[src/rtl/if2_stage_pkg.sv]
// Shared IF2 definitions: bus widths, stall-vector bit positions, default
// constants and the IF2->ID / redirect bus payload layouts.
// Stall vector bits: 0 = IF1 hold, 1 = IF2 hold, 2 = ID hold (upper bits
// belong to later stages).
package if2_stage_pkg;

    localparam int unsigned XLEN        = 32;
    localparam int unsigned INST_W      = 32;
    localparam int unsigned STALL_W     = 6;
    localparam int unsigned IF12IF2_WD  = 32;
    localparam int unsigned IF22ID_WD   = 66;
    localparam int unsigned BR_BUS_WD   = 33;

    localparam int unsigned STALL_IF1   = 0;
    localparam int unsigned STALL_IF2   = 1;
    localparam int unsigned STALL_ID    = 2;

    // addi x0,x0,0
    localparam logic [INST_W-1:0] DEF_NOP_INST = 32'h0000_0013;
    localparam logic [XLEN-1:0]   DEF_RESET_PC = 32'h0000_0000;

    typedef struct packed {
        logic              valid;
        logic              excp_misalign;
        logic [XLEN-1:0]   pc;
        logic [INST_W-1:0] inst;
    } if22id_t;

    typedef struct packed {
        logic            br_e;
        logic [XLEN-1:0] br_addr;
    } br_bus_t;

endpackage

[src/rtl/if2_inst_buf.sv]
// One-entry instruction hold buffer. Captures data while the consumer is
// stalled so a changing SRAM output cannot corrupt it; clear wins over capture.
// Ports: clk, rst_n (sync, active-low), clr (drop entry), cap (load din when
//        not cleared), din, buf_v / buf_data (registered entry).
module if2_inst_buf
    import if2_stage_pkg::*;
#(
    parameter logic [INST_W-1:0] RESET_DATA = DEF_NOP_INST
) (
    input  logic              clk,
    input  logic              rst_n,
    input  logic              clr,
    input  logic              cap,
    input  logic [INST_W-1:0] din,
    output logic              buf_v,
    output logic [INST_W-1:0] buf_data
);

    // Buffer state: reset > clear > capture > hold.
    always_ff @(posedge clk) begin
        if (!rst_n) begin
            buf_v    <= 1'b0;
            buf_data <= RESET_DATA;
        end else if (clr) begin
            buf_v    <= 1'b0;
        end else if (cap) begin
            buf_v    <= 1'b1;
            buf_data <= din;
        end
    end

endmodule

[src/rtl/if2_stage.sv]
// Second instruction-fetch stage. Registers the IF1 fetch PC, pairs it with
// the 1-cycle-latency inst SRAM data, holds the instruction across stalls and
// kills wrong-path fetches on branch redirect.
// Ports: clk, rst_n (sync, active-low), stall (pipeline stall vector),
//        if12if2_bus (fetch PC), if1_valid (IF1 issued a fetch),
//        br_bus ({br_e, br_addr}), inst_sram_rdata,
//        if22id_bus ({valid, excp_misalign, pc, inst}, combinational).
module if2_stage
    import if2_stage_pkg::*;
#(
    parameter logic [INST_W-1:0] NOP_INST = DEF_NOP_INST,
    parameter logic [XLEN-1:0]   RESET_PC = DEF_RESET_PC
) (
    input  logic                  clk,
    input  logic                  rst_n,
    input  logic [STALL_W-1:0]    stall,
    input  logic [IF12IF2_WD-1:0] if12if2_bus,
    input  logic                  if1_valid,
    input  logic [BR_BUS_WD-1:0]  br_bus,
    input  logic [INST_W-1:0]     inst_sram_rdata,
    output logic [IF22ID_WD-1:0]  if22id_bus
);

    br_bus_t           br_s;
    logic              br_e;
    logic              hold_if2;
    logic              hold_id;
    logic [XLEN-1:0]   pc_in;

    logic              v_r;
    logic [XLEN-1:0]   pc_r;
    logic              buf_v;
    logic [INST_W-1:0] buf_inst;
    logic              buf_clr;
    logic              buf_cap;

    logic [INST_W-1:0] inst_sel;
    logic              valid_o;
    if22id_t           bus_s;

    assign br_s     = br_bus;
    assign br_e     = br_s.br_e;
    assign hold_if2 = stall[STALL_IF2];
    assign hold_id  = stall[STALL_ID];
    assign pc_in    = if12if2_bus;

    // Redirect target and other stages' stall bits are consumed elsewhere.
    logic unused_ok;
    assign unused_ok = ^{br_s.br_addr, stall[STALL_IF1], stall[STALL_W-1:STALL_ID+1]};

    // Valid/PC register: reset > flush > hold > advance.
    always_ff @(posedge clk) begin
        if (!rst_n) begin
            v_r  <= 1'b0;
            pc_r <= RESET_PC;
        end else if (br_e) begin
            v_r  <= 1'b0;
            pc_r <= pc_in;
        end else if (hold_if2) begin
            // ID drains while IF2 holds: leave a bubble behind.
            if (!hold_id) begin
                v_r <= 1'b0;
            end
        end else begin
            v_r  <= if1_valid;
            pc_r <= pc_in;
        end
    end

    // Buffer only survives a full IF2+ID hold; everything else releases it.
    assign buf_clr = br_e | ~hold_if2 | ~hold_id;
    assign buf_cap = v_r & ~buf_v;

    if2_inst_buf #(
        .RESET_DATA (NOP_INST)
    ) u_inst_buf (
        .clk      (clk),
        .rst_n    (rst_n),
        .clr      (buf_clr),
        .cap      (buf_cap),
        .din      (inst_sram_rdata),
        .buf_v    (buf_v),
        .buf_data (buf_inst)
    );

    // Output bus; br_e kills the same cycle so wrong-path code never reaches ID.
    always_comb begin
        inst_sel            = buf_v ? buf_inst : inst_sram_rdata;
        valid_o             = v_r & ~br_e;
        bus_s.valid         = valid_o;
        bus_s.excp_misalign = valid_o & (pc_r[1:0] != 2'b00);
        bus_s.pc            = pc_r;
        bus_s.inst          = valid_o ? inst_sel : NOP_INST;
    end

    assign if22id_bus = bus_s;

endmodule
[config.mk]
export PLATFORM = sky130hd
export DESIGN_NAME = if2_stage
export DESIGN_NICKNAME = d
export VERILOG_FILES = /design/src/rtl/if2_stage_pkg.sv /design/src/rtl/if2_inst_buf.sv /design/src/rtl/if2_stage.sv
export SDC_FILE = /design/constraint.sdc
export NUM_CORES = 1
export LEC_CHECK = 0
export BUFFER_PORTS_ARGS = -buffer_cell sky130_fd_sc_hd__buf_4
export CAP_MARGIN = 20
export CELL_PAD_IN_SITES_DETAIL_PLACEMENT = 1
export CELL_PAD_IN_SITES_GLOBAL_PLACEMENT = 2
export CORE_ASPECT_RATIO = 1.5
export CORE_MARGIN = 4
export CORE_UTILIZATION = 23
export DETAILED_ROUTE_END_ITERATION = 16
export MAX_ROUTING_LAYER = met4
export PLACE_DENSITY_LB_ADDON = 0.15
export SLEW_MARGIN = 0
export SYNTH_ARGS = -nofsm -noshare
export SYNTH_HDL_FRONTEND = slang
export SYNTH_SLANG_ARGS = --single-unit
[constraint.sdc]
create_clock -name clk -period 1.38 [get_ports clk]
set_input_delay 0.138 -clock clk [delete_from_list [all_inputs] [get_ports clk]]
set_output_delay 0.138 -clock clk [all_outputs]
set_load 0.02 [all_outputs]
== Yosys cells after proc, flatten, opt, wreduce, memory -nomap -nowiden ==
Index checks and enable logic that the tools add are counted.

* Flip-flop bits (word level): 66

* Equal/unequal tests: 2
* Muxes and demuxes: 6
* Bitwise gates (word level): 11
* Reduce and logical (&&, ||, !) cells: 4

{| class="wikitable"
|+ Operator list
! operator !! count
|-
| 32-bit 2-to-1 mux || 4
|-
| 1-bit NOT || 6
|-
| 2-bit OR reduction || 2
|-
| 1-bit AND || 3
|-
| 1-bit 2-to-1 mux || 2
|-
| 2-bit by 1-bit != test with 1-bit output, second input constant || 1
|-
| 2-bit != test, second input constant || 1
|-
| 1-bit OR || 2
|-
| 2-bit AND reduction || 1
|-
| 2-bit nonzero test || 1
|}

== Longest topological paths before layout ==
* Depth after elaboration: 5
* Gate-level depth with buffers: 5
* Depth with buffers taken out: 3

== By module ==
A second synthesis with hierarchy kept.

* Cell total of the unflattened synthesis: 365
* Area, all modules: 3123.0 um^2

{| class="wikitable"
|+ Modules (own cells, without submodules)
! module !! instances !! cells each !! area each (um^2) !! sequential area each (um^2)
|-
| if2_stage || 1 || 222 || 1770.4 || 660.6
|-
| if2_inst_buf || 1 || 143 || 1352.5 || 660.6
|}

== Least setup slack after synthesis ==
OpenSTA, ideal clock, no wires.

* Path kind: register to output
* Start: register u_inst_buf.buf_v
* End: output if22id_bus[10]
* Data arrival time: 1.135 ns
* Required time: 1.242 ns
* Slack: 0.107 ns
* Cell stages (with the launch flop): 5
* Buffers on the path: 2
* Cells stage by stage: dfxtp_1 -> buf_2 -> buf_2 -> mux2i_1 -> nor2_1

* Word-level cells in the longest chain between the ends: 2

{| class="wikitable"
|+ Ends and longest elaborated chain
! element !! RTL line !! text
|-
| start: declaration || if2_inst_buf.sv:15 || <nowiki>output logic buf_v,</nowiki>
|-
| start signal: assignment || if2_inst_buf.sv:22 || <nowiki>buf_v <= 1'b0;</nowiki>
|-
| start signal: assignment || if2_inst_buf.sv:25 || <nowiki>buf_v <= 1'b0;</nowiki>
|-
| start signal: assignment || if2_inst_buf.sv:27 || <nowiki>buf_v <= 1'b1;</nowiki>
|-
| 32-bit 2-to-1 mux || if2_stage.sv:88 || <nowiki>inst_sel = buf_v ? buf_inst : inst_sram_rdata;</nowiki>
|-
| 32-bit 2-to-1 mux || if2_stage.sv:93 || <nowiki>bus_s.inst = valid_o ? inst_sel : NOP_INST;</nowiki>
|-
| end: declaration || if2_stage.sv:21 || <nowiki>output logic [IF22ID_WD-1:0] if22id_bus</nowiki>
|}

Every way passes these cells.

== Final worst setup path ==
* Start: register u_inst_buf.buf_v
* End: output if22id_bus[0]

Same word-level chain as after synthesis.

==> results.ini <==
[logic_synthesis]
yosysTopAreaCell = dfxtp_1
synth_top_cells_by_count = nand2_1 (126), dfxtp_1 (66), mux2i_1 (64)
synthSimpleGateAreaFrac = 0.222
synth_cells = 365
ys_async_sr_fraction = 0
synth_area_leaders = dfxtp_1 (43%), mux2i_1 (21%), nand2_1 (15%)
synth_ff_type = dfxtp_1
synth_compound_area_frac = 0.0828
postSynthAreaPerCell_um2 = 8.41
synth_seq_cells = 66
synth_top_family_by_area = simple AND/OR/NAND/NOR gates
synth.most_common_cell = nand2_1
synth_xor_area_frac = 0
synth_fa_ha_area_frac = 0
synth_top_area_frac = 0.430
yosys_warnings = 0
synth-edff-count = 0
yosysUniqueCellTypes = 20
synth_nets = 471
synthMuxAreaShare = 0.209
syn_area_um2 = 3070
yosysSeqAreaShare = 0.430

[power_and_ir_drop]
ir_worst_vdd_mv = 0.625
switching_power_mw = 1.17
pwr-share-clk = 0.483
leakage_nw = 2.01
power_mw = 5.09
p_int_mw = 3.91
sw_frac_of_total = 0.231
pwr-share-comb = 0.123
sequentialPowerShare = 0.393
power_density_nw_per_um2 = 1070

[run]
drv_cap = 0

[hold_path]
min_delay_path_depth = 3
hp-class = in2reg
hp-start = if12if2_bus[0]
holdPathEnd = pc_r[0]

[cells_and_area]
area_delta_synth_final_pct = 55.1
stdcell_count = 662
stdcell_area_um2 = 4760
nets = 604
n_antenna_cell = 0
fill_cells = 1580
drive_gt1_frac = 0.344
post-route-util = 0.366

[detailed_routing]
dr_total_vias = 2914
ant_nets = 0
drtIter0Drc = 53
wl_per_cell_um = 14.7
drc = 0
viasPerCell = 4.40
first_pass_iters = 4
drt_wl_total_um = 9720

[floorplanning]
die_area_um2 = 15300
io_pins = 172
die_w_um = 102
start_util = 0.236
num_rows = 51
coreArea_um2 = 13000
die_h_um = 149

[sta]
setup_viol = 32
fin_crit_sh = 1.08
slew_violations = 0
worst_pin_slew_ps = 371
hold_viol_final = 0
min_period_ps = 1500
skew_ps = 3.30
setup_slack_ps = -116
maxSlewHeadroom = 0.753
clock.fmax_mhz = 669
rsz0062_at_grt = true

[placed_design]
dp_hpwl_um = 6880
io_buffers = 135
dp.cells = 640
place_area_um2 = 4280
pre_cts_slack_ps = 95.9
gp_congestion = 0.668

[global_route]
antenna_found_initial = 0
grt_pass1_vias = 3102
gr-usage-all-layers = 0.130
grt_max_degree = 36
grt-ovfl-total = 0
grt_pass1_wl_um = 15100

[status]
violations = negative setup slack
outcome = complete, but fails checks

[critical_path]
r2r_setup_slack_ps = 60
critPathArrivalTime_ps = 1360
critPathKind = reg2out
path_max_fanout = 7
reg2reg_depth = 5
timing.rr.start = u_inst_buf.buf_v
startpoint_type = flop
r2r-end = u_inst_buf.buf_data[19]
crit_path_end_kind = primary output
crit_required_ps = 1240

[clock_tree]
cts_tree = yes
cts_buffer_depth = 2
cts_buffers = 9
clock_latency_ps = 320
cts_root_buffer = clkbuf_16
clk_pin_slew_ps = 60
cts.sinks = 66
cts.htree.levels = 3

==> how the worst max path moves through the flow <==
stage / startpoint / endpoint / slack [ps]
after floorplan: u_inst_buf.buf_v / if22id_bus[10] / 110
after global placement: u_inst_buf.buf_v / if22id_bus[0] / 130
after detailed placement: br_bus[32] / u_inst_buf.buf_data[5] / 100
after CTS: u_inst_buf.buf_v / if22id_bus[4] / -130
after global routing: u_inst_buf.buf_v / if22id_bus[1] / -190
final: u_inst_buf.buf_v / if22id_bus[0] / -120
==> area by class of cell <==
cell class	count	area, um^2	share of cell area
Clock buffer	11	243	0.0510
Clock inverter	5	77.6	0.0163
Inverter	1	3.75	0.000789
Multi-Input combinational cell	268	1590	0.335
Sequential cell	66	1330	0.279
Tap cell	159	199	0.0418
Timing Repair Buffer	152	1320	0.276
==> sequential cells by signal, summed over array words and instances (netlist names) <==
| register | count |
|---|---|
| u_inst_buf.buf_v | 1 |
| u_inst_buf.buf_data | 32 |
| v_r | 1 |
| pc_r | 32 |
==> cells by family after synthesis <==
kind of cell,after synthesis
compound gates,34
buf+inv,31
flops,66
mux,64
simple gates,170
==> critical path, cell delays in order, from the launching register on <==
cell and delay [ps]:
dfxtp_4 420, buf_12 160, mux2i_2 200, nand2_1 110
buf_6 150
==> per-layer routing <==
| metal | part of all wire | up-vias | GRT usage |
|---|---|---|---|
| met2 | 0.51 | 83 | 0.219 |
| met1 | 0.42 | 1378 | 0.149 |
| li1 | - | 1445 | - |
| met3 | 0.058 | 8 | 0.0350 |
| met5 | 0 | - | - |
| met4 | 0.012 | 0 | 0.0414 |
==> through the flow <==
stage               setup TNS, ps  hold WS [ps]
floorplan                       0           214
global placement                0           322
detailed placement              0           331
CTS                         -2510          50.2
global route                -4610          53.7
finish                      -2160          65.7
==> power groups by stage <==
stage | combinational, mW | sequential [mW] | clock, mW
2_1_floorplan | 0.219 | 2.11 | 0
6_report | 0.628 | 2.00 | 2.46
5_1_grt | 0.692 | 2.01 | 2.68
4_1_cts | 0.639 | 2.00 | 2.57
3_5_place_dp | 0.633 | 2.04 | 0
3_3_place_gp | 0.623 | 2.04 | 0
==> placed cells by master, fill, tap and decap left out, drive strengths merged <==
cell type,n
buf,148
mux2i,64
o211ai,1
nor2,32
nand2b,2
nor3,1
inv,1
nand2,126
bufinv,2
clkbuf,14
dlygate4sd3,1
and2b,1
dfxtp,66
nor2b,7
a21boi,32
clkinv,2
clkinvlp,1
nor3b,1
a31oi,1
==> repair_timing <==
action / 4_1_cts / 5_1_grt
pin swaps: 0 / 2
setup buffers: 1 / 1
endpoints found under the setup margin: 34 / 57
hold buffers: 1 / 0
resized for setup: 8 / 4
hold endpoints to repair: 1 / 0
gates cloned: 0 / 3
No activity file was read; power rests on OpenSTA's default activity.
